## src/rtl/bram_arb_pkg.sv

```systemverilog
// Shared types and sizing helpers for the two-requester BRAM port arbiter.
package bram_arb_pkg;

  localparam int unsigned NUM_RQ = 2;

  typedef logic [0:0] rq_id_t;

  typedef struct packed {
    logic   valid;
    rq_id_t id;
  } tag_t;

  function automatic int unsigned be_width(input int unsigned data_w);
    return data_w / 8;
  endfunction

endpackage

```

## src/rtl/bram_arb_tag_pipe.sv

```systemverilog
// Fixed-depth shift register carrying read tags alongside the BRAM read latency.
module bram_arb_tag_pipe
  import bram_arb_pkg::*;
#(
  parameter int unsigned DEPTH = 2
) (
  input  logic ACLK,
  input  logic ARESET,
  input  tag_t tag_in,
  output tag_t tag_out
);

  tag_t [DEPTH-1:0] stage;

  always_ff @(posedge ACLK or posedge ARESET) begin
    if (ARESET) begin
      stage <= '0;
    end else begin
      stage[0] <= tag_in;
      for (int i = 1; i < DEPTH; i++) begin
        stage[i] <= stage[i-1];
      end
    end
  end

  assign tag_out = stage[DEPTH-1];

endmodule

```

## src/rtl/bram_port_arbiter.sv

```systemverilog
// Round-robin sharing of one BRAM port between two requesters, with read data
// returned in grant order and tagged to the requester that issued it.
module bram_port_arbiter
  import bram_arb_pkg::*;
#(
  parameter int unsigned ADDR_W = 13,
  parameter int unsigned DATA_W = 32,
  parameter int unsigned RD_LAT = 2
) (
  input  logic                                  ACLK,
  input  logic                                  ARESET,
  input  logic [NUM_RQ-1:0]                     rq_req,
  input  logic [NUM_RQ-1:0]                     rq_we,
  input  logic [NUM_RQ*ADDR_W-1:0]              rq_addr,
  input  logic [NUM_RQ*DATA_W-1:0]              rq_wdata,
  input  logic [NUM_RQ*be_width(DATA_W)-1:0]    rq_be,
  output logic [NUM_RQ-1:0]                     rq_gnt,
  output logic [NUM_RQ-1:0]                     rq_rvalid,
  output logic [DATA_W-1:0]                     rq_rdata,
  output logic                                  bram_en,
  output logic [be_width(DATA_W)-1:0]           bram_we,
  output logic [ADDR_W-1:0]                     bram_addr,
  output logic [DATA_W-1:0]                     bram_wdata,
  input  logic [DATA_W-1:0]                     bram_rdata
);

  localparam int unsigned BE_W = be_width(DATA_W);

  rq_id_t              last_gnt;
  rq_id_t              gnt_id;
  logic                gnt_any;
  logic                sel_we;
  logic [ADDR_W-1:0]   sel_addr;
  logic [DATA_W-1:0]   sel_wdata;
  logic [BE_W-1:0]     sel_be;
  logic                iss_rd;
  rq_id_t              iss_id;
  tag_t                tag_in;
  tag_t                tag_out;

  // On a tie, favour the requester that was not granted last.
  always_comb begin
    rq_gnt = '0;
    case (rq_req)
      2'b01:   rq_gnt = 2'b01;
      2'b10:   rq_gnt = 2'b10;
      2'b11:   rq_gnt = (last_gnt == 1'b0) ? 2'b10 : 2'b01;
      default: rq_gnt = '0;
    endcase
  end

  assign gnt_any = |rq_gnt;
  assign gnt_id  = rq_id_t'(rq_gnt[1]);

  always_comb begin
    sel_we    = rq_we[gnt_id];
    sel_addr  = rq_addr[ADDR_W-1:0];
    sel_wdata = rq_wdata[DATA_W-1:0];
    sel_be    = rq_be[BE_W-1:0];
    if (gnt_id == 1'b1) begin
      sel_addr  = rq_addr[2*ADDR_W-1:ADDR_W];
      sel_wdata = rq_wdata[2*DATA_W-1:DATA_W];
      sel_be    = rq_be[2*BE_W-1:BE_W];
    end
  end

  // BRAM issue registers; iss_rd/iss_id describe the access on the port this cycle.
  always_ff @(posedge ACLK or posedge ARESET) begin
    if (ARESET) begin
      last_gnt   <= 1'b1;
      bram_en    <= 1'b0;
      bram_we    <= '0;
      bram_addr  <= '0;
      bram_wdata <= '0;
      iss_rd     <= 1'b0;
      iss_id     <= '0;
    end else begin
      bram_en <= gnt_any;
      bram_we <= (gnt_any && sel_we) ? sel_be : '0;
      iss_rd  <= gnt_any & ~sel_we;
      iss_id  <= gnt_id;
      if (gnt_any) begin
        last_gnt   <= gnt_id;
        bram_addr  <= sel_addr;
        bram_wdata <= sel_wdata;
      end
    end
  end

  assign tag_in = '{valid: iss_rd, id: iss_id};

  bram_arb_tag_pipe #(
    .DEPTH (RD_LAT)
  ) u_tag_pipe (
    .ACLK    (ACLK),
    .ARESET  (ARESET),
    .tag_in  (tag_in),
    .tag_out (tag_out)
  );

  // Tag reaches the pipe output in the cycle bram_rdata is valid.
  always_ff @(posedge ACLK or posedge ARESET) begin
    if (ARESET) begin
      rq_rvalid <= '0;
      rq_rdata  <= '0;
    end else begin
      rq_rvalid <= NUM_RQ'(tag_out.valid) << tag_out.id;
      if (tag_out.valid) begin
        rq_rdata <= bram_rdata;
      end
    end
  end

endmodule
```

## config.mk

```make
export PLATFORM = sky130hd
export DESIGN_NAME = bram_port_arbiter
export DESIGN_NICKNAME = d
export VERILOG_FILES = /design/src/rtl/bram_arb_pkg.sv /design/src/rtl/bram_arb_tag_pipe.sv /design/src/rtl/bram_port_arbiter.sv
export SDC_FILE = /design/constraint.sdc
export NUM_CORES = 1
export LEC_CHECK = 0
export CORE_MARGIN = 2
export CORE_UTILIZATION = 35
export DETAILED_ROUTE_END_ITERATION = 12
export PLACE_DENSITY_LB_ADDON = 0.08
export SYNTH_ARGS = -nofsm -noshare
export SYNTH_HDL_FRONTEND = slang
export SYNTH_SLANG_ARGS = --single-unit
```

## constraint.sdc

```tcl
create_clock -name ACLK -period 6.98 [get_ports ACLK]
set_input_delay 1.047 -clock ACLK [delete_from_list [all_inputs] [get_ports ACLK]]
set_output_delay 1.047 -clock ACLK [all_outputs]
set_load 0.005 [all_outputs]
```

# == After elaboration in Yosys (flattened, before gate mapping) ==
# Index checks and enable logic that the tools add are counted.
# totals
wordCells,30
out_inout_bits,86
regBits,91
# op_classes
order_cmp,1
muxes,8
n_reduce_logical,2
bitwise_logic,2
n_eq_ne,3
shift,1
# ops
cell,count
32-bit two-way mux,1
13-bit two-way mux,1
4-bit two-way mux,2
2-bit case mux with 3 select lines,1
"2-bit equality test, second input constant",2
"2-bit by 1-bit equality test with 1-bit output, second input constant",1
"1-bit by 2-bit < comparator with 1-bit output, second input constant",1
1-bit two-way mux,2
2-bit two-way mux,1
2-bit OR reduction,1
1-bit by 1-bit << shifter with 2-bit output,1
1-bit bitwise AND,1
1-bit logical AND,1
1-bit NOT,1

# == Longest topological paths before layout ==
# logic_depth
ltp_word,6
mapped_depth,5
depth_no_buf,3

# == Hierarchy ==
# A second synthesis with hierarchy kept.
# unflattened
cells_unflattened,256
hier_area_um2,3689.8
# modules_own_cells
module,cells_each,instances,area_each_um2
bram_port_arbiter,249,1,3570.9
bram_arb_tag_pipe,7,1,118.9

# == Worst setup path after synthesis ==
# OpenSTA, ideal clock, no wires.
# synth_path
path_type,in2out
start,input rq_req[1]
end,output rq_gnt[0]
arrival_time_ps,1633
slack_ps,4300
cell_stages,4
required_ps,5933
cell_sequence,a21boi_2 buf_6 nor2_8 buf_2
# synth_between
elab_chain_cells,2
word_cells_on_any_way,4
# synth_lines
item,line,text
start: declaration,bram_port_arbiter.sv:12,"input logic [NUM_RQ-1:0] rq_req,"
2-bit equality test or 2-bit by 1-bit equality test with 1-bit output (tied branches),bram_port_arbiter.sv:44,case (rq_req)
2-bit case mux with 3 select lines *,bram_port_arbiter.sv:44,
end: declaration,bram_port_arbiter.sv:17,"output logic [NUM_RQ-1:0] rq_gnt,"
# Mark *: on every way between the ends. The rest lies on a longest branch, timed or not.

# == Worst setup path in the final report ==
# layout_path
start,input rq_req[0]
end,output rq_gnt[0]
# The elaborated chain is that of the path after synthesis.

==> results_dict.tcl <==
set metrics [dict create \
    yosys-top-cells-area "dfrtp_1, a22o_1, mux2_2" \
    drtPass1Iterations 4 \
    finalSetupTns_ns 0 \
    start_util 0.359 \
    antennaDiodeCount 0 \
    die_w_um 106 \
    slowest_delay_ns 0.97 \
    io_pins 222 \
    nFillCells 894 \
    cts_tree "done" \
    clock_skew_ns 0.00826 \
    synth_seq_cells 91 \
    worst_hold_path_type "reg -> reg" \
    max_freq_mhz 223 \
    finalCoreUtilization 0.605 \
    final_cells 610 \
    core_um2 10200 \
    critical_path_class "in -> out" \
    routedWlPerCell_um 16.6 \
    grt_usage 0.180 \
    synth_edf_count 0 \
    cts_root_buf "clkbuf_8" \
    synthDistinctLibCells 21 \
    die-height_um 106 \
    ir_worst_vdd_uv 105 \
    power_density_nw_per_um2 232 \
    htree_levels 3 \
    post_cts_resized 0 \
    numCtsBuffers 9 \
    yosys_warnings 0 \
    drv_slew 0 \
    worstMarginPinSlew_ns 1.20 \
    die_area_um2 11300 \
    p_leak_nw 2.80 \
    ant_nets 0 \
    cap_violations 0 \
    synth-seq-area-share 0.621 \
    port_buffers 221 \
    clkTransAtPathRegs_ns 0.10 \
    crit_chain "clkdlybuf4s50_1, nor2_4, nor2_8, clkdlybuf4s50_1" \
    crit_fanout 48 \
    grt_max_degree 80 \
    async_flop_share 1.00 \
    gp_congestion 0.746 \
    finalCritPeriodShare 0.643 \
    syn_area_um2 3670 \
    yosysTopAreaCellShare 0.614 \
    slowest_stage "nor2_4" \
    gr-total-overflow 0 \
    finalWirelength_um 10100 \
    grt_first_pass_wirelength_um 15800 \
    cp_top_family "simple AND/OR/NAND/NOR gates" \
    synth_nets 389 \
    area_growth_syn_to_layout_pct 68.5 \
    synth_most_common_cell "dfrtp_1" \
    dr_total_vias 2972 \
    dp.cells 594 \
    cp-end-kind "output pin" \
    synth_top_area_cell "dfrtp_1" \
    clkSinkCount 91 \
    cp.required_ns 5.93 \
    max_slew_margin 0.197 \
    drc_errors 0 \
    cts_hold_buffers 0 \
    grt_antenna_before_repair 0 \
    outcome "completed" \
    synthCells 253 \
    first_iter_violations 105 \
    layout.nets 605 \
    rsz0062_at_grt "no" \
    clk_path_buf_depth 2 \
    grt_pass1_vias 3069 \
    num_rows 37 \
    crit_top_cell "clkdlybuf4s50_1" \
    period_needed_ns 4.48 \
    via_per_inst 4.87 \
    arrival_ns 3.44 \
    setup_violations 0 \
    hold_viol 0 \
    critPathBufInv 2 \
    ys_top_cells_by_count "dfrtp_1, a21o_1, a22o_1" \
    drive_above_1_share 0.118 \
    synth_area_per_cell_um2 14.5 \
    cp-start-kind "input pin" \
    clk_latency_ns 0.35 \
    dp_hpwl_um 7120 \
    ys.flop_type "dfrtp_1" \
    cts_setup_buffers 0 \
]
-- per-stage QoR --
stage	area (µm²)	setup WS (ns)	power, mW	hold WS, ns
after detailed placement	5940	2.45	1.02	0.336
after CTS	6180	2.45	1.46	0.349
after floorplan	3670	3.57	0.779	0.331
after global placement	5940	2.45	1.01	0.334
final	6180	2.50	1.44	0.348
after global routing	6180	2.30	1.51	0.353
-- placed cells by master (no fill, tap or decap) --
cell             instances
a32oi_1                  1
clkdlybuf4s50_1        221
nor2b_1                  2
a22o_1                  45
bufinv_16                3
clkinv_2                 2
dfrtp_1                 90
nor2_4                   1
dfstp_2                  1
mux2i_1                  4
clkbuf_8                 9
inv_6                    3
buf_4                    3
nor2_8                   1
and2_1                   1
a211oi_1                 1
o21ai_0                  1
a21boi_4                 1
inv_1                    2
a21o_1                  45
mux2_2                  32
nand2b_1                 1
nor2_1                   4
-- registers in the layout, summed over array words and instances, names as in the netlist --
| register | count |
|---|---|
| bram_addr | 13 |
| bram_en | 1 |
| bram_wdata | 32 |
| bram_we | 4 |
| iss_id | 1 |
| iss_rd | 1 |
| last_gnt | 1 |
| rq_rdata | 32 |
| rq_rvalid | 2 |
| u_tag_pipe.stage | 2 |
| u_tag_pipe.tag_out | 2 |
-- final timing paths --
| kind | end | cells after the start | slack (ns) | start |
|---|---|---|---|---|
| max | rq_gnt[0] | 4 | 2.50 | rq_req[0] |
| min | u_tag_pipe.tag_out[0] | 0 | 0.35 | u_tag_pipe.stage[0] |
| max reg2reg | bram_we[3] | 4 | 5.35 | last_gnt |
| min reg2reg | u_tag_pipe.tag_out[0] | 0 | 0.35 | u_tag_pipe.stage[0] |
| max in group asynchronous | iss_rd | 3 | 4.79 | ARESET |
| min in group asynchronous | rq_rdata[24] | 2 | 0.92 | ARESET |
-- logic make-up after synthesis --
| logic type | after synthesis | synth area share |
|---|---|---|
| AO/OA/AOI/OAI | 94 | 0.208 |
| buffers and inverters | 22 | 0.0423 |
| flip-flops | 91 | 0.621 |
| multiplexers | 36 | 0.109 |
| AND/OR/NAND/NOR | 10 | 0.0194 |
-- metal layers --
metal	up-vias	GRT usage	part of all wire
met1	1441	0.221	0.41
li1	1364	-	-
met5	-	0	0
met3	16	0.0742	0.10
met4	0	0.0611	0.019
met2	151	0.288	0.47
-- area by class of cell --
type,count,area [µm²],share of cell area
Clock buffer,9,124,0.0200
Tap cell,136,170,0.0275
Clock inverter,7,121,0.0196
Timing Repair Buffer,224,2230,0.361
Inverter,3,12.5,0.00202
Sequential cell,91,2280,0.368
Multi-Input combinational cell,140,1240,0.201
-- power by group --
part           total, mW  internal (mW)  leakage, nW  switching (mW)
registers          0.637          0.599         1.08          0.0376
logic              0.368          0.253         1.59           0.115
clock network      0.433          0.241        0.125           0.192
total               1.44           1.09         2.80           0.345
Power figures use the tool's default switching activity.
